`config.mk`:
```
export PLATFORM = sky130hd
export DESIGN_NAME = mem_bus_ctrl
export DESIGN_NICKNAME = d
export VERILOG_FILES = /design/src/rtl/mem_bus_ctrl.sv
export SDC_FILE = /design/constraint.sdc
export NUM_CORES = 1
export LEC_CHECK = 0
export ABC_CLOCK_PERIOD_IN_PS = 2200
export BUFFER_PORTS_ARGS = -buffer_cell sky130_fd_sc_hd__buf_2
export CAP_MARGIN = 20
export CORE_MARGIN = 3
export CORE_UTILIZATION = 45
export DETAILED_ROUTE_END_ITERATION = 10
export PLACE_DENSITY = 0.82
export SLEW_MARGIN = 25
export SYNTH_ARGS = -nofsm -noshare
export SYNTH_HDL_FRONTEND = slang
export SYNTH_SLANG_ARGS = --single-unit
```
`constraint.sdc`:
```
create_clock -name clk -period 2.2 [get_ports clk]
set_clock_uncertainty 0.2 [all_clocks]
set_input_delay 0.44 -clock clk [delete_from_list [all_inputs] [get_ports clk]]
set_output_delay 0.44 -clock clk [all_outputs]
set_load 0.005 [all_outputs]
```
`src/rtl/mem_bus_ctrl.sv`:
```
// rtl/mem_bus_ctrl.sv - fixed-latency CPU memory bus controller for a 256x16 RAM plus LED/SW registers
// Optional MMIO decode of LED (9'h100) and SW (9'h140) is enabled by defining MEM_BUS_MMIO_EN.
module mem_bus_ctrl #(
    parameter int WAIT_CYCLES = 1
) (
    input  logic        clk,
    input  logic        reset,
    input  logic [1:0]  mem_cmd,
    input  logic [8:0]  mem_addr,
    input  logic [15:0] write_data,
    output logic [15:0] read_data,
    output logic        mem_ready,
    output logic        mem_err,
    output logic [7:0]  ram_addr,
    output logic [15:0] ram_din,
    output logic        ram_we,
    input  logic [15:0] ram_dout,
    input  logic [7:0]  sw,
    output logic [7:0]  led
);

    typedef enum logic [1:0] {
        S_IDLE = 2'd0,
        S_WAIT = 2'd1,
        S_RESP = 2'd2
    } state_t;

    localparam logic [2:0] WAIT_LOAD = 3'(WAIT_CYCLES);

    state_t      state_q;
    logic [2:0]  cnt_q;
    logic        cmd_wr_q;
    logic [8:0]  addr_q;
    logic [15:0] data_q;
    logic        mem_ready_q;
    logic        mem_err_q;
    logic        ram_we_q;
    logic [15:0] read_data_q;
    logic [7:0]  led_q;

    logic        cmd_valid;
    logic        sel_ram;
    logic        sel_led;
    logic        acc_err;
    logic [15:0] read_data_d;

    assign cmd_valid = (mem_cmd == 2'b01) || (mem_cmd == 2'b10);

    // Decode works on the latched address so bus changes after acceptance are ignored.
`ifdef MEM_BUS_MMIO_EN
    logic sel_sw;

    always_comb begin
        sel_ram     = !addr_q[8];
        sel_led     = (addr_q == 9'h100);
        sel_sw      = (addr_q == 9'h140);
        acc_err     = !(sel_ram || sel_led || sel_sw) || (cmd_wr_q && sel_sw);
        read_data_d = 16'h0000;
        if (sel_ram) begin
            read_data_d = ram_dout;
        end else if (sel_led) begin
            read_data_d = {8'h00, led_q};
        end else if (sel_sw) begin
            read_data_d = {8'h00, sw};
        end
    end
`else
    logic unused_mmio;

    always_comb begin
        sel_ram     = 1'b1;
        sel_led     = 1'b0;
        acc_err     = 1'b0;
        read_data_d = ram_dout;
    end

    assign unused_mmio = ^{sw, addr_q[8]};
`endif

    always_ff @(posedge clk or negedge reset) begin
        if (!reset) begin
            state_q     <= S_IDLE;
            cnt_q       <= 3'd0;
            cmd_wr_q    <= 1'b0;
            addr_q      <= 9'h000;
            data_q      <= 16'h0000;
            mem_ready_q <= 1'b0;
            mem_err_q   <= 1'b0;
            ram_we_q    <= 1'b0;
            read_data_q <= 16'h0000;
            led_q       <= 8'h00;
        end else begin
            mem_ready_q <= 1'b0;
            mem_err_q   <= 1'b0;
            ram_we_q    <= 1'b0;
            case (state_q)
                S_IDLE: begin
                    if (cmd_valid) begin
                        cmd_wr_q <= (mem_cmd == 2'b10);
                        addr_q   <= mem_addr;
                        data_q   <= write_data;
                        cnt_q    <= WAIT_LOAD;
                        state_q  <= S_WAIT;
                    end
                end
                S_WAIT: begin
                    cnt_q <= cnt_q - 3'd1;
                    if (cnt_q == 3'd1) begin
                        state_q     <= S_RESP;
                        mem_ready_q <= 1'b1;
                        mem_err_q   <= acc_err;
                        ram_we_q    <= cmd_wr_q && sel_ram && !acc_err;
                        if (!cmd_wr_q) begin
                            read_data_q <= read_data_d;
                        end
                    end
                end
                S_RESP: begin
                    state_q <= S_IDLE;
                    if (cmd_wr_q && sel_led) begin
                        led_q <= data_q[7:0];
                    end
                end
                default: begin
                    state_q <= S_IDLE;
                end
            endcase
        end
    end

    assign ram_addr  = (state_q == S_IDLE) ? mem_addr[7:0] : addr_q[7:0];
    assign ram_din   = data_q;
    assign ram_we    = ram_we_q;
    assign mem_ready = mem_ready_q;
    assign mem_err   = mem_err_q;
    assign read_data = read_data_q;
    assign led       = led_q;

endmodule

```
==> flow_metrics.tcl, run 1 <==
set metrics [dict create \
    status "finished, final reports clean" \
    grt_usage 0.144 \
    maxCapViolations 0 \
    avgSynthCellArea_um2 15.5 \
    overflow 0 \
    yosysWarnings 0 \
    cts_max_level 2 \
    cp.arrival_ns 1.50 \
    fin_area_um2 2680 \
    vias 1344 \
    final_nets 283 \
    tightest_slew_ns 0.589 \
    clk_pin_slew_ns 0.09 \
    setup_slack_ns 0.0598 \
    end_kind "primary output" \
    postPlaceCellArea_um2 2550 \
    cp_top_family "flip-flops" \
    fp.dieW_um 74.5 \
    hold_viol 0 \
    synthCells 136 \
    ir_drop_uv 469 \
    grt_pass1_vias 1337 \
    cts_hold_buf 0 \
    grt_first_pass_wirelength_mm 6.10 \
    port_buffers 85 \
    netlist_area_um2 2110 \
    power_density_nw_per_um2 1450 \
    dp_cells 270 \
    cpMaxStageDelayCell "dfrtp_2" \
    wirelength_mm 3.91 \
    area_growth_pct 26.8 \
    drive_gt1_frac 0.680 \
    cp_data_required_time_ns 1.56 \
    rsz0062_at_grt "yes" \
    dieHeight_um 74.5 \
    setup.worst_path.start "state_q[0]" \
    core_region_area_um2 4440 \
    period_share 0.973 \
    dp_slack_ns 0.115 \
    hold_path.class "primary input to asynchronous set/reset pin" \
    antenna_found_initial 0 \
    setup_viol_count_final 0 \
    maxSlewViolCount 0 \
    maxSlewHeadroom 0.608 \
    synth_seq_cells 48 \
    cp_cell_sequence "nor2_4, mux2_2, buf_2" \
    max_freq_mhz 467 \
    leakagePower_nw 1.34 \
    total_power_mw 3.89 \
    max_stage_delay_ns 0.46 \
    drt.antenna.violating_nets 0 \
    critPathKind "flip-flop to primary output" \
    num_rows 24 \
    ios 104 \
    clock_path_buffers 2 \
    n_antenna_cell 0 \
    grt_start_max_net_pins 49 \
    r2r-start "cnt_q[1]" \
    cp-start-kind "flip-flop" \
    cts_tree "done" \
    ys_types 24 \
    tns_ns 0 \
    dieArea_um2 5550 \
    drt_first_iter_violations 34 \
    cp_num_buf_inv 1 \
    path_max_fanout 8 \
    clk_latency_ns 0.29 \
    cts-root-buf "clkbuf_8" \
    wl_per_cell_um 14.0 \
    initial_core_util 0.475 \
    instances_no_fill 280 \
    synth_edf_count 0 \
    first_pass_iters 4 \
    cts.sinks 48 \
    dp_hpwl_mm 2.95 \
    async_flop_share 1.00 \
    synthFlopType "dfrtp_1" \
    routed_via_density 4.80 \
    period_needed_ns 2.14 \
    cts_buffers 5 \
    synth_seq_area_share 0.569 \
    gp_routability_congestion 0.699 \
    drc 0 \
]
[power by group]
group	leakage, nW	internal (mW)	switching, mW	total, mW
clock network	0.0552	0.337	0.278	0.616
registers	0.571	1.33	0.252	1.59
logic	0.716	1.06	0.629	1.69
total	1.34	2.73	1.16	3.89
[worst register-to-register path, stage by stage (launching register included)]
cell and delay (ns):
dfrtp_1 0.38, inv_1 0.08, ha_1 0.20, and4bb_4 0.25, nor2b_4 0.26, buf_4 0.23, mux2_4 0.32
[placed cells by master, fill, tap and decap left out, types with 2 or more instances in the layout]
master	count
buf_2	85
inv_1	5
mux2_4	10
buf_4	5
conb_1	9
dfrtp_2	2
mux2_2	39
dfrtp_1	46
clkbuf_8	5
o2bb2ai_1	2
ha_1	3
[flip-flops by register name, summed over array words and instances, names as in the netlist]
name,flops
addr_q,8
cmd_wr_q,1
cnt_q,3
mem_ready,1
ram_din,16
ram_we,1
read_data,16
state_q,2
[cells by family (layout without fill, tap and decap cells)]
group	Yosys count	count (layout)	synth area share
adders and majority gates	3	3	0.0178
buffers and inverters	20	104	0.0694
DFF	48	48	0.569
and+or+nand+nor	9	9	0.0409
other	1	9	0.00178
muxes	50	50	0.284
AOI/OAI and AO/OA	5	5	0.0172
[synth_stat cells, drive strengths merged, types with 2 or more instances]
master   instances  area (µm²)
nor2             2        10.0
buf             15         128
dfrtp           48        1200
and4bb           2        28.8
inv              5        18.8
ha               3        37.5
o2bb2ai          2        17.5
mux2            49         589
[per-stage QoR]
step / hold WS [ns] / util
6_report: 0.0378 / 0.602
5_1_grt: 0.0827 / 0.602
4_1_cts: 0.0508 / 0.599
3_5_place_dp: 0.278 / 0.573
3_3_place_gp: 0.273 / 0.573
2_1_floorplan: -0.0556 / -
[metal layers]
metal	wire length (µm)	part of all wire	GRT usage
met1	1700	0.43	0.174
met5	0	0	0
met4	70	0.018	0.0593
met2	1780	0.45	0.239
met3	365	0.093	0.0446
[area by class of cell]
class / instances / area [µm²]
inverter: 5 / 18.8
timing repair buffer: 91 / 483
tap: 52 / 65.1
sequential: 48 / 1200
multi-input combinational: 76 / 798
fill: 353 / 1770
clock buffer: 6 / 72.6
clock inverter: 2 / 35.0
[path summary, 6_finish.rpt]
path,end,slack [ns],depth (start not counted)
hold / removal,read_data[0],0.04,2
min in group clk,ram_din[14],0.17,2
hold reg to reg,cnt_q[1],0.30,1
setup reg to reg,read_data[2],0.18,6
max in group asynchronous,state_q[0],1.35,2
setup / recovery,ram_addr[1],0.06,3
[what timing repair did]
action                     CTS  global route
resized for setup            3             0
setup endpoints to repair    8             8
pin swaps                    1             1
hold endpoints to repair     0             0
buffers inserted             0             2
Note: power is estimated with default switching activity, not from simulation.
==> run 2: changes to the inputs <==
--- a/config.mk
+++ b/config.mk
@@ -10,8 +10,9 @@
 export CAP_MARGIN = 20
 export CORE_MARGIN = 3
 export CORE_UTILIZATION = 45
+export CTS_CLUSTER_SIZE = 10
 export DETAILED_ROUTE_END_ITERATION = 10
-export PLACE_DENSITY = 0.82
+export PLACE_DENSITY = 0.8
 export SLEW_MARGIN = 25
 export SYNTH_ARGS = -nofsm -noshare
 export SYNTH_HDL_FRONTEND = slang
==> flow_metrics.tcl, run 2 (same netlist as run 1, synthesis figures left out) <==
set metrics [dict create \
    status "finished, final reports clean" \
    cp_cell_sequence "nor2_2, buf_4, mux2_2, buf_2" \
    maxSlewViolCount 0 \
    critPathKind "flip-flop to primary output" \
    rr_endpoint "read_data[10]" \
    grt_usage 0.147 \
    area_growth_pct 28.9 \
    total_power_mw 3.93 \
    antenna_found_initial 0 \
    grt_pass1_vias 1293 \
    routed_via_density 4.81 \
    dp_hpwl_mm 2.99 \
    hold_path.class "primary input to flip-flop" \
    cp.arrival_ns 1.48 \
    fp.dieW_um 74.5 \
    clk_pin_slew_ns 0.09 \
    final_nets 287 \
    drc 0 \
    first_pass_iters 4 \
    core_region_area_um2 4440 \
    drt.antenna.violating_nets 0 \
    overflow 0 \
    ios 104 \
    cts_max_level 2 \
    dieArea_um2 5550 \
    drt_first_iter_violations 36 \
    n_antenna_cell 0 \
    cp_data_required_time_ns 1.56 \
    ir_drop_uv 663 \
    initial_core_util 0.475 \
    tightest_slew_ns 0.527 \
    clock_path_buffers 2 \
    cp_num_buf_inv 2 \
    final_common_cell "buf_2" \
    period_needed_ns 2.12 \
    postPlaceCellArea_um2 2570 \
    tns_ns 0 \
    clk_latency_ns 0.30 \
    vias 1367 \
    wl_per_cell_um 14.2 \
    fin_area_um2 2720 \
    min-delay-start "write_data[12]" \
    r2r_cells 6 \
    power_density_nw_per_um2 1440 \
    setup_viol_count_final 0 \
    drive_gt1_frac 0.685 \
    dieHeight_um 74.5 \
    fillers 355 \
    cts_buffers 5 \
    end_kind "primary output" \
    cts.sinks 48 \
    leakagePower_nw 1.36 \
    rsz0062_at_grt "no" \
    final_cell_mix "buf_2 (85), dfrtp_1 (46), mux2_2 (39)" \
    maxCapViolations 0 \
    worst-path-stages 4 \
    cpMaxStageDelayCell "dfrtp_2" \
    port_buffers 85 \
    hold_end "ram_din[12]" \
    maxSlewHeadroom 0.649 \
    whs_path_depth 2 \
    cp-start-kind "flip-flop" \
    wirelength_mm 4.03 \
    path_max_fanout 8 \
    cts-root-buf "clkbuf_8" \
    hold_viol 0 \
    r2r-start "cnt_q[1]" \
    cp_top_family "flip-flops" \
    max_freq_mhz 472 \
    grt_first_pass_wirelength_mm 6.18 \
    cts_tree "done" \
    period_share 0.962 \
    r2r_setup_slack_ns 0.31 \
    grt_start_max_net_pins 27 \
    num_rows 24 \
    max_stage_delay_ns 0.44 \
    gp_routability_congestion 0.691 \
]
==> run 2: area by class of cell <==
class	instances	area [µm²]	share of cell area
Clock buffer	5	68.8	0.0253
Clock inverter	3	42.5	0.0156
Inverter	5	18.8	0.00690
Multi-Input combinational cell	76	793	0.292
Sequential cell	48	1200	0.443
Tap cell	52	65.1	0.0239
Timing Repair Buffer	95	528	0.194
==> run 2: timing repair <==
item                                   in CTS  in global routing
endpoints found under the hold margin      22                  0
gates cloned                                0                  0
hold buffers                                1                  0
resized for setup                           1                  1
pin swaps                                   0                  0
setup buffers                               0                  4
setup endpoints to repair                   8                  8
==> run 2: per-stage QoR <==
| step | hold WS (ns) | setup slack (ns) | instances | utilization |
|---|---|---|---|---|
| finish | 0.162 | 0.0829 | 284 | 0.612 |
| global route | 0.153 | 0.00845 | 284 | 0.612 |
| CTS | 0.159 | 0.00131 | 280 | 0.605 |
| detailed placement | 0.246 | 0.129 | 271 | 0.577 |
| global placement | 0.235 | 0.158 | 271 | 0.577 |
| floorplan | -0.0556 | 0.191 | 144 | - |
==> run 2: worst max-delay path by stage <==
stage | slack (ns) | start | end
CTS | 0.001 | state_q[1] | ram_addr[0]
global placement | 0.16 | mem_cmd[0] | ram_din[9]
global route | 0.008 | state_q[0] | ram_addr[1]
floorplan | 0.19 | mem_cmd[0] | addr_q[0]
detailed placement | 0.13 | mem_cmd[0] | addr_q[0]
finish | 0.08 | state_q[0] | ram_addr[1]
==> run 2: where the power goes <==
part	leakage [nW]	internal, mW	total [mW]	switching, mW
clock network	0.0541	0.336	0.629	0.292
registers	0.571	1.33	1.56	0.228
logic	0.740	1.09	1.74	0.650
==> run 2: per-layer routing <==
layer / part of all wire / GRT usage / wire [µm] / vias to the layer above
met5: 0 / 0 / 0 / -
met4: 0.012 / 0.0534 / 48 / 0
met3: 0.094 / 0.0527 / 377 / 6
met2: 0.50 / 0.252 / 2010 / 63
met1: 0.40 / 0.169 / 1590 / 655
li1: - / - / - / 643
